--- src/rtl/ac_transmitter.sv ---
// ac_transmitter: pulse-distance IR frame generator for the AC remote link.
// A frame is a leader mark, one space/mark pair per payload bit (the space
// width carries the bit value, LSB first), and a trailing gap. The envelope
// is exposed on ir_mark. ir_out is the same envelope gated by a 38 kHz
// carrier that restarts in phase at the start of every mark.
module ac_transmitter #(
    parameter int LEAD_MARK      = 300000,
    parameter int BIT_MARK       = 28000,
    parameter int ZERO_SPACE     = 28000,
    parameter int ONE_SPACE      = 84000,
    parameter int GAP            = 160000,
    parameter int CARRIER_PERIOD = 1316,
    parameter int CARRIER_HIGH   = 658
) (
    input  logic         clk,
    input  logic         rst_n,
    input  logic         start,
    input  logic [127:0] data_in,
    input  logic [7:0]   data_len,
    output logic         busy,
    output logic         done,
    output logic         ir_mark,
    output logic         ir_out
);

    localparam int CNT_W = 20;

    // Segment counters count down from length-1 to 0, so each segment
    // occupies exactly its parameter count of cycles.
    localparam logic [CNT_W-1:0] LEAD_LOAD  = CNT_W'(LEAD_MARK - 1);
    localparam logic [CNT_W-1:0] MARK_LOAD  = CNT_W'(BIT_MARK - 1);
    localparam logic [CNT_W-1:0] ZERO_LOAD  = CNT_W'(ZERO_SPACE - 1);
    localparam logic [CNT_W-1:0] ONE_LOAD   = CNT_W'(ONE_SPACE - 1);
    localparam logic [CNT_W-1:0] GAP_LOAD   = CNT_W'(GAP - 1);
    localparam logic [10:0]      CAR_LAST   = 11'(CARRIER_PERIOD - 1);
    localparam logic [10:0]      CAR_HIGH   = 11'(CARRIER_HIGH);
    localparam logic             CAR_FIRST  = (CAR_HIGH != 11'd0);

    typedef enum logic [2:0] {
        IDLE,
        LEAD,
        SPACE,
        MARK,
        GAP_ST
    } state_t;

    state_t             state;
    logic [CNT_W-1:0]   dur_cnt;
    logic [6:0]         bit_idx;
    logic [7:0]         len;
    logic [127:0]       data_reg;
    logic [10:0]        car_cnt;

    logic [6:0]         next_idx;
    logic               last_bit;
    logic [10:0]        car_next;
    logic               car_next_high;
    logic [7:0]         len_clamped;
    logic [CNT_W-1:0]   first_space_load;
    logic [CNT_W-1:0]   next_space_load;

    // Space width for a given bit value.
    function automatic logic [CNT_W-1:0] space_load(input logic b);
        return b ? ONE_LOAD : ZERO_LOAD;
    endfunction

    // Next-step helpers for the sequencer: bit bookkeeping, carrier phase
    // and the clamped frame length.
    always_comb begin
        next_idx         = bit_idx + 7'd1;
        last_bit         = ({1'b0, bit_idx} == (len - 8'd1));
        car_next         = (car_cnt == CAR_LAST) ? 11'd0 : car_cnt + 11'd1;
        car_next_high    = (car_next < CAR_HIGH);
        len_clamped      = (data_len > 8'd128) ? 8'd128 : data_len;
        first_space_load = space_load(data_reg[bit_idx]);
        next_space_load  = space_load(data_reg[next_idx]);
    end

    // Frame sequencer with all outputs registered; ir_out is computed from
    // the carrier phase the counter will hold in the next cycle.
    always_ff @(posedge clk or negedge rst_n) begin
        if (!rst_n) begin
            state    <= IDLE;
            dur_cnt  <= '0;
            bit_idx  <= '0;
            len      <= '0;
            data_reg <= '0;
            car_cnt  <= '0;
            busy     <= 1'b0;
            done     <= 1'b0;
            ir_mark  <= 1'b0;
            ir_out   <= 1'b0;
        end else begin
            done <= 1'b0;
            case (state)
                IDLE: begin
                    if (start && (data_len != 8'd0)) begin
                        data_reg <= data_in;
                        len      <= len_clamped;
                        bit_idx  <= '0;
                        dur_cnt  <= LEAD_LOAD;
                        car_cnt  <= '0;
                        state    <= LEAD;
                        busy     <= 1'b1;
                        ir_mark  <= 1'b1;
                        ir_out   <= CAR_FIRST;
                    end
                end

                LEAD: begin
                    if (dur_cnt == '0) begin
                        state   <= SPACE;
                        dur_cnt <= first_space_load;
                        car_cnt <= '0;
                        ir_mark <= 1'b0;
                        ir_out  <= 1'b0;
                    end else begin
                        dur_cnt <= dur_cnt - 1'b1;
                        car_cnt <= car_next;
                        ir_out  <= car_next_high;
                    end
                end

                SPACE: begin
                    if (dur_cnt == '0) begin
                        state   <= MARK;
                        dur_cnt <= MARK_LOAD;
                        car_cnt <= '0;
                        ir_mark <= 1'b1;
                        ir_out  <= CAR_FIRST;
                    end else begin
                        dur_cnt <= dur_cnt - 1'b1;
                    end
                end

                MARK: begin
                    if (dur_cnt == '0) begin
                        car_cnt <= '0;
                        ir_mark <= 1'b0;
                        ir_out  <= 1'b0;
                        if (last_bit) begin
                            state   <= GAP_ST;
                            dur_cnt <= GAP_LOAD;
                            done    <= (GAP_LOAD == '0);
                        end else begin
                            state   <= SPACE;
                            bit_idx <= next_idx;
                            dur_cnt <= next_space_load;
                        end
                    end else begin
                        dur_cnt <= dur_cnt - 1'b1;
                        car_cnt <= car_next;
                        ir_out  <= car_next_high;
                    end
                end

                GAP_ST: begin
                    if (dur_cnt == '0) begin
                        state <= IDLE;
                        busy  <= 1'b0;
                    end else begin
                        dur_cnt <= dur_cnt - 1'b1;
                        done    <= (dur_cnt == CNT_W'(1));
                    end
                end

                default: begin
                    state   <= IDLE;
                    busy    <= 1'b0;
                    ir_mark <= 1'b0;
                    ir_out  <= 1'b0;
                end
            endcase
        end
    end

endmodule

--- config.mk ---
export PLATFORM = sky130hd
export DESIGN_NAME = ac_transmitter
export DESIGN_NICKNAME = d
export VERILOG_FILES = /design/src/rtl/ac_transmitter.sv
export SDC_FILE = /design/constraint.sdc
export NUM_CORES = 1
export LEC_CHECK = 0
export BUFFER_PORTS_ARGS = -buffer_cell sky130_fd_sc_hd__buf_2
export CAP_MARGIN = 30
export CORE_ASPECT_RATIO = 1.25
export CORE_UTILIZATION = 45
export DETAILED_ROUTE_END_ITERATION = 12
export HOLD_SLACK_MARGIN = 0.03
export MAX_ROUTING_LAYER = met4
export PLACE_DENSITY = 0.7
export SYNTH_ARGS = -nofsm -noshare
export SYNTH_HDL_FRONTEND = slang
export SYNTH_SLANG_ARGS = --single-unit
export TNS_END_PERCENT = 5
--- constraint.sdc ---
create_clock -name clk -period 7.3 [get_ports clk]
set_input_delay 0.73 -clock clk [delete_from_list [all_inputs] [get_ports clk]]
set_output_delay 0.73 -clock clk [all_outputs]
set_load 0.02 [all_outputs]
== Yosys cells after proc, flatten, opt, wreduce, memory -nomap -nowiden ==
Cells that the tools add are included.

* Register bits: 181
* Bits of input ports: 139
* Output and inout bits: 4
* Logic and storage cells: 91

* $add $sub $neg: 4
* $lt $le $gt $ge: 4
* Eq/ne operators: 15
* Mux-type cells: 39
* Bitwise logic cells: 2
* Reduce and logical (&&, ||, !) cells: 17

{| class="wikitable"
|+ Operator list
! operator !! count
|-
| 2-to-1 mux 20 bit || 5
|-
| one-hot mux 20 bit (5 select lines) || 1
|-
| 2-to-1 mux 11 bit || 4
|-
| 2-to-1 mux 17 bit || 2
|-
| one-hot mux 11 bit (3 select lines) || 1
|-
| 2-to-1 mux 7 bit || 3
|-
| equality test 20 x 1 -> 1 bit, second input constant || 1
|-
| zero test 20 bit || 1
|-
| subtractor 20 x 1 -> 20 bit, second input constant || 1
|-
| 2-to-1 mux 18 bit || 1
|-
| 2-to-1 mux 3 bit || 6
|-
| less-than comparator 7 x 8 -> 1 bit, second input constant || 2
|-
| one-hot mux 3 bit (5 select lines) || 1
|-
| binary-select mux 1 bit (select 7 bit) || 2
|-
| inequality test 2 bit, second input constant || 7
|-
| one-hot mux 7 bit (2 select lines) || 1
|-
| AND reduction 3 bit || 4
|-
| adder 11 x 1 -> 11 bit, second input constant || 1
|-
| equality test 11 bit, second input constant || 1
|-
| less-than comparator 11 x 10 -> 1 bit, second input constant || 1
|-
| equality test 7 x 8 -> 1 bit || 1
|-
| greater-than comparator 8 bit, second input constant || 1
|-
| 2-to-1 mux 1 bit || 8
|-
| 2-to-1 mux 8 bit || 1
|-
| other kinds (20) || 24
|}

== Depth between registers and ports, before layout ==
* Depth after elaboration: 7
* Mapped depth: 12

== Least setup slack after synthesis ==
Ideal clock, no wire load.

* Kind: reg-to-reg
* Start: reg bit_idx[0]
* End: reg dur_cnt[16]
* Library setup time: 139 ps
* Arrival: 2626 ps
* Required time: 7161 ps
* Path slack: 4534 ps
* Cell stages (with the launch flop): 12
* Buffers on the path: 3
* Path through: dfrtp_1 -> ha_1 -> clkbuf_1 -> clkbuf_1 -> buf_1 -> mux4_2 -> mux2i_1 -> mux2i_1 -> o2111ai_1 -> nand3_1 -> nand4_1 -> o311ai_1

* Word-level cells in the longest chain between the ends: 7
* Elaborated cells on any way between the ends: 12
* Classes of those cells: 1 x add/sub; 1 x eq/ne; 10 x mux

{| class="wikitable"
|+ Ends and longest elaborated chain
! what !! RTL line !! RTL
|-
| start: declaration || 49 || <nowiki>logic [6:0] bit_idx;</nowiki>
|-
| start signal: assignment || 147 || <nowiki>bit_idx <= next_idx;</nowiki>
|-
| adder 7 x 1 -> 7 bit || 70 || <nowiki>next_idx = bit_idx + 7'd1;</nowiki>
|-
| binary-select mux 1 bit (select 7 bit) || 76 || <nowiki>next_space_load = space_load(data_reg[next_idx]);</nowiki>
|-
| 2-to-1 mux 1 bit (implied by the code) || 76 ||
|-
| 2-to-1 mux 17 bit || 64 || <nowiki>return b ? ONE_LOAD : ZERO_LOAD;</nowiki>
|-
| 2-to-1 mux 18 bit || 141 || <nowiki>if (last_bit) begin</nowiki>
|-
| 2-to-1 mux 20 bit || 137 || <nowiki>if (dur_cnt == '0) begin</nowiki>
|-
| one-hot mux 20 bit (5 select lines) * || 95 || <nowiki>case (state)</nowiki>
|-
| end signal: assignment || 132 || <nowiki>dur_cnt <= dur_cnt - 1'b1;</nowiki>
|-
| end signal: assignment || 148 || <nowiki>dur_cnt <= next_space_load;</nowiki>
|-
| end signal: assignment || 151 || <nowiki>dur_cnt <= dur_cnt - 1'b1;</nowiki>
|-
| end: declaration || 48 || <nowiki>logic [CNT_W-1:0] dur_cnt;</nowiki>
|}

Mark *: on every way between the ends. The rest lies on a longest branch, timed or not. The select of a mux whose other input is x is not followed.
A chain may end at the register's enable or synchronous reset.

== Final worst setup path ==
* Start: reg bit_idx[1]
* End: reg dur_cnt[16]

The elaborated chain is that of the path after synthesis.

==> flow_results.xml <==
<?xml version="1.0" encoding="UTF-8"?>
<metrics>
  <group name="status">
    <metric name="run_status" unit="">finished, violations left</metric>
    <metric name="violated_checks" unit="">design-rule violations</metric>
  </group>
  <group name="route">
    <metric name="drt_iter0_markers" unit="">591</metric>
    <metric name="routed_wirelength" unit="µm">25000</metric>
    <metric name="drc" unit="">7</metric>
    <metric name="drt-wirelength-per-cell" unit="µm">19.2</metric>
    <metric name="routed_via_density" unit="">5.97</metric>
    <metric name="antenna_left" unit="">0</metric>
    <metric name="route.vias.total" unit="">7785</metric>
    <metric name="number_of_detailed_route_iterations_in_the_first_pass" unit="">9</metric>
  </group>
  <group name="synthesis">
    <metric name="synth_warnings" unit="">0</metric>
    <metric name="area_share_of_the_leading_cell_type_in_the_synthesized_netlist" unit="%">43.2</metric>
    <metric name="synth_edf_count" unit="">0</metric>
    <metric name="syn-instance-count" unit="">892</metric>
    <metric name="yosys_register_bits" unit="">181</metric>
    <metric name="synthDominantAreaCellType" unit="">dfrtp_1</metric>
    <metric name="synthArstFlopShare" unit="%">100</metric>
    <metric name="synth_top_flop_cell" unit="">dfrtp_1</metric>
    <metric name="synth_nets" unit="">1036</metric>
    <metric name="synth.top_cells.by_area" unit="">dfrtp_1, mux2_2, mux4_2</metric>
    <metric name="synth-seq-area-share" unit="%">43.2</metric>
    <metric name="synth_area_per_cell" unit="µm²">11.8</metric>
    <metric name="post_synth_instance_area" unit="µm²">10500</metric>
    <metric name="ys_types" unit="">65</metric>
  </group>
  <group name="grt">
    <metric name="grt_pass1_vias" unit="">7774</metric>
    <metric name="maximum_number_of_pins_on_one_net_before_global_route_repair" unit="">106</metric>
    <metric name="grt_remaining_overflow" unit="">0</metric>
    <metric name="gr-usage-all-layers" unit="%">22.3</metric>
    <metric name="grt_first_pass_wirelength" unit="µm">41000</metric>
    <metric name="number_of_antenna_violations_at_the_first_check_in_global_routing" unit="">0</metric>
  </group>
  <group name="pwr">
    <metric name="leakagePower" unit="µW">0.00549</metric>
    <metric name="vdd_drop_max" unit="V">0.000157</metric>
    <metric name="power_per_cell_area" unit="nW/µm²">166</metric>
    <metric name="power" unit="µW">2000</metric>
  </group>
  <group name="placed_design">
    <metric name="globalplace.congestion" unit="">0.888</metric>
    <metric name="hpwl" unit="µm">17800</metric>
    <metric name="quantity_of_i_o_buffers_inserted_on_ports" unit="">142</metric>
    <metric name="detailedPlace.worstSlack" unit="ps">3470</metric>
  </group>
  <group name="cts">
    <metric name="cts_root_buffer" unit="">clkbuf_16</metric>
    <metric name="postCtsSetupBuffers" unit="">0</metric>
    <metric name="cts_hold_bufs" unit="">0</metric>
    <metric name="cts.htree.levels" unit="">4</metric>
    <metric name="clk-insertion-delay-late" unit="ps">440</metric>
    <metric name="cts_tree" unit="">yes</metric>
    <metric name="clkSlewWorstSetupHoldPaths" unit="ps">70</metric>
    <metric name="clock_sinks" unit="">181</metric>
    <metric name="cts_buffers" unit="">17</metric>
    <metric name="clk_path_buf_depth" unit="">2</metric>
    <metric name="number_of_instances_resized_during_post_cts_repair" unit="">0</metric>
  </group>
  <group name="worst_setup_path">
    <metric name="reg2reg_to" unit="">dur_cnt[16]$_DFFE_PN0P_</metric>
    <metric name="timing.critical_path.slowest_cell_delay" unit="ps">910</metric>
    <metric name="critical-path-slowest-cell" unit="">ha_1</metric>
    <metric name="critical_path.startpoint_type" unit="">register</metric>
    <metric name="cp.arrival" unit="ps">3930</metric>
    <metric name="timing.critical_path.fanout_max" unit="">17</metric>
    <metric name="timing.critical_path.to_type" unit="">register</metric>
    <metric name="critical_path.n_buffers_inverters" unit="">1</metric>
    <metric name="worst-endpoint-required" unit="ps">7590</metric>
    <metric name="timing.reg2reg.worst_path_depth" unit="">10</metric>
    <metric name="critPathLaunch" unit="">bit_idx[1]$_DFFE_PN0P_</metric>
    <metric name="crit_path_end" unit="">dur_cnt[16]$_DFFE_PN0P_</metric>
    <metric name="setup.worst_path.class" unit="">reg -&gt; reg</metric>
    <metric name="most_used_cell_along_the_critical_path" unit="">mux2i_1</metric>
    <metric name="crit-reg2reg-launch" unit="">bit_idx[1]$_DFFE_PN0P_</metric>
    <metric name="path_depth" unit="">10</metric>
    <metric name="setup.reg_to_reg.worst_slack" unit="ps">3660</metric>
    <metric name="sequence_of_cells_on_the_critical_path" unit="">ha_1, buf_4, mux4_2, mux2i_1, mux2i_1, mux2_2, a2bb2oi_1, nand3_1, nand4_1, o311ai_1</metric>
    <metric name="critPathTopFamily" unit="">multiplexers</metric>
  </group>
  <group name="sta">
    <metric name="fin_crit_period" unit="ps">3640</metric>
    <metric name="timing.final.crit_share" unit="%">49.9</metric>
    <metric name="finalSetupViolations" unit="">0</metric>
    <metric name="worst_slack" unit="ps">3660</metric>
    <metric name="slew_viol_final" unit="">0</metric>
    <metric name="max_slew_margin" unit="%">31.4</metric>
    <metric name="finalHoldViolations" unit="">0</metric>
    <metric name="final.setup_skew" unit="ps">18.4</metric>
    <metric name="tns" unit="ps">0</metric>
    <metric name="rsz0062_at_grt" unit="">false</metric>
    <metric name="fmax" unit="GHz">0.275</metric>
    <metric name="tightest_slew" unit="ps">1030</metric>
  </group>
  <group name="layout">
    <metric name="final_util" unit="%">52.6</metric>
    <metric name="layout-area-overhead-vs-synth" unit="%">15.1</metric>
    <metric name="final_antenna_diode_count" unit="">0</metric>
    <metric name="area.sequential" unit="µm²">4530</metric>
    <metric name="fillCellCount" unit="">1996</metric>
    <metric name="multi_input_comb_area" unit="µm²">5660</metric>
    <metric name="fin_nets" unit="">1148</metric>
    <metric name="flip_flop_count_of_the_largest_register_all_copies_and_words_added" unit="">128</metric>
    <metric name="layout-drive-gt1-share" unit="%">38.4</metric>
  </group>
  <group name="hold_path">
    <metric name="hold_class" unit="">in -&gt; async</metric>
  </group>
  <group name="floorplanning">
    <metric name="die-width" unit="µm">139</metric>
    <metric name="placement_rows" unit="">62</metric>
    <metric name="i_o_pin_cnt" unit="">143</metric>
    <metric name="start_util" unit="%">45.7</metric>
    <metric name="die_h" unit="µm">173</metric>
    <metric name="die_area" unit="µm²">23900</metric>
    <metric name="core-area" unit="µm²">23000</metric>
  </group>
  <group name="flow_run">
    <metric name="timing.max_cap.violations" unit="">0</metric>
  </group>
</metrics>
## worst min path at each step
stage / start / endpoint / cells past startpoint / slack, ps
finish: rst_n / car_cnt[6]$_DFFE_PN0P_ / 1 / 70
CTS: rst_n / car_cnt[6]$_DFFE_PN0P_ / 1 / 450
global placement: dur_cnt[19]$_DFFE_PN0P_ / dur_cnt[19]$_DFFE_PN0P_ / 1 / 500
global route: rst_n / car_cnt[6]$_DFFE_PN0P_ / 1 / 50
detailed placement: dur_cnt[19]$_DFFE_PN0P_ / dur_cnt[19]$_DFFE_PN0P_ / 1 / 510
floorplan: rst_n / bit_idx[0]$_DFFE_PN0P_ / 0 / 430
## per-layer routing
metal | GRT usage, % | share of wire [%]
met3 | 3.21 | 4.3
met5 | - | 0
met4 | 8.19 | 2.2
met1 | 27.7 | 43
met2 | 37.2 | 51
## layout by cell type (no fill, tap or decap), types with 4 or more instances in the layout
cell and n:
o211ai_1 5, o21ai_0 48, nor2_1 54, o21a_1 4, a31oi_1 9, nand3_1 29, a211oi_1 4, or3_1 5
clkbuf_16 17, nor2b_1 13, nor4_1 5, nand2_1 57, or4_1 9, buf_16 4, dfrtp_1 179, mux2i_1 48
nand2b_1 12, inv_1 9, nand3b_1 8, buf_2 141, nor3_1 9, xnor2_1 14, a21o_1 4, xor2_1 8
ha_1 5, and3_1 9, mux4_2 53, mux2_2 137, a21oi_1 21, a22oi_1 9, clkinv_4 4, o31ai_1 5
buf_4 8, nand4_1 10
## synthesized netlist by cell type, drive strengths merged, types with 2 or more instances
| master | n |
|---|---|
| o31ai | 5 |
| mux2i | 48 |
| nand3b | 8 |
| nand4 | 10 |
| inv | 9 |
| nor3 | 10 |
| nor2b | 13 |
| nor4b | 2 |
| dfrtp | 181 |
| o21a | 4 |
| o211ai | 5 |
| nand2 | 58 |
| a32o | 2 |
| o21bai | 3 |
| or3 | 5 |
| a22o | 3 |
| clkbuf | 44 |
| and4 | 2 |
| xnor2 | 14 |
| and3 | 9 |
| mux4 | 53 |
| xor2 | 10 |
| nand3 | 30 |
| a22oi | 9 |
| a211o | 3 |
| nor2 | 54 |
| ha | 5 |
| a2111oi | 2 |
| a31oi | 9 |
| o41ai | 3 |
| nand2b | 12 |
| o21ai | 48 |
| a21oi | 22 |
| buf | 17 |
| a211oi | 5 |
| a32oi | 3 |
| o31a | 2 |
| mux2 | 137 |
| nor4 | 6 |
| or4 | 10 |
| a21o | 4 |
## where the power goes
part	internal [µW]	switching [µW]
logic	31.8	37.3
clock network	527	402
registers	1000	0
## through the flow
stage,cells,instance area (µm²),hold WS [ps]
2_1_floorplan,892,10500,434
3_3_place_gp,1268,11400,500
3_5_place_dp,1270,11400,512
4_1_cts,1302,12000,454
5_1_grt,1305,12100,53.4
6_report,1305,12100,67.2
## cells by family (layout without fill, tap and decap cells)
kind of cell	after synthesis	count (layout)	share of synthesized area, %
compound gates	140	140	8.89
xor+xnor	25	25	2.36
fa+ha+maj	5	5	0.596
buf+inv	70	195	2.95
flops	181	181	43.2
mux	238	238	30.7
simple gates	233	233	11.4
## layout make-up
| cell class | instances | share of cell area (%) |
|---|---|---|
| multi-input combinational | 641 | 46.9 |
| sequential | 181 | 37.6 |
| timing repair buffer | 154 | 7.35 |
| clock buffer | 19 | 3.75 |
| tap | 288 | 2.98 |
| clock inverter | 13 | 1.21 |
| inverter | 9 | 0.280 |
Power figures use the tool's default switching activity.
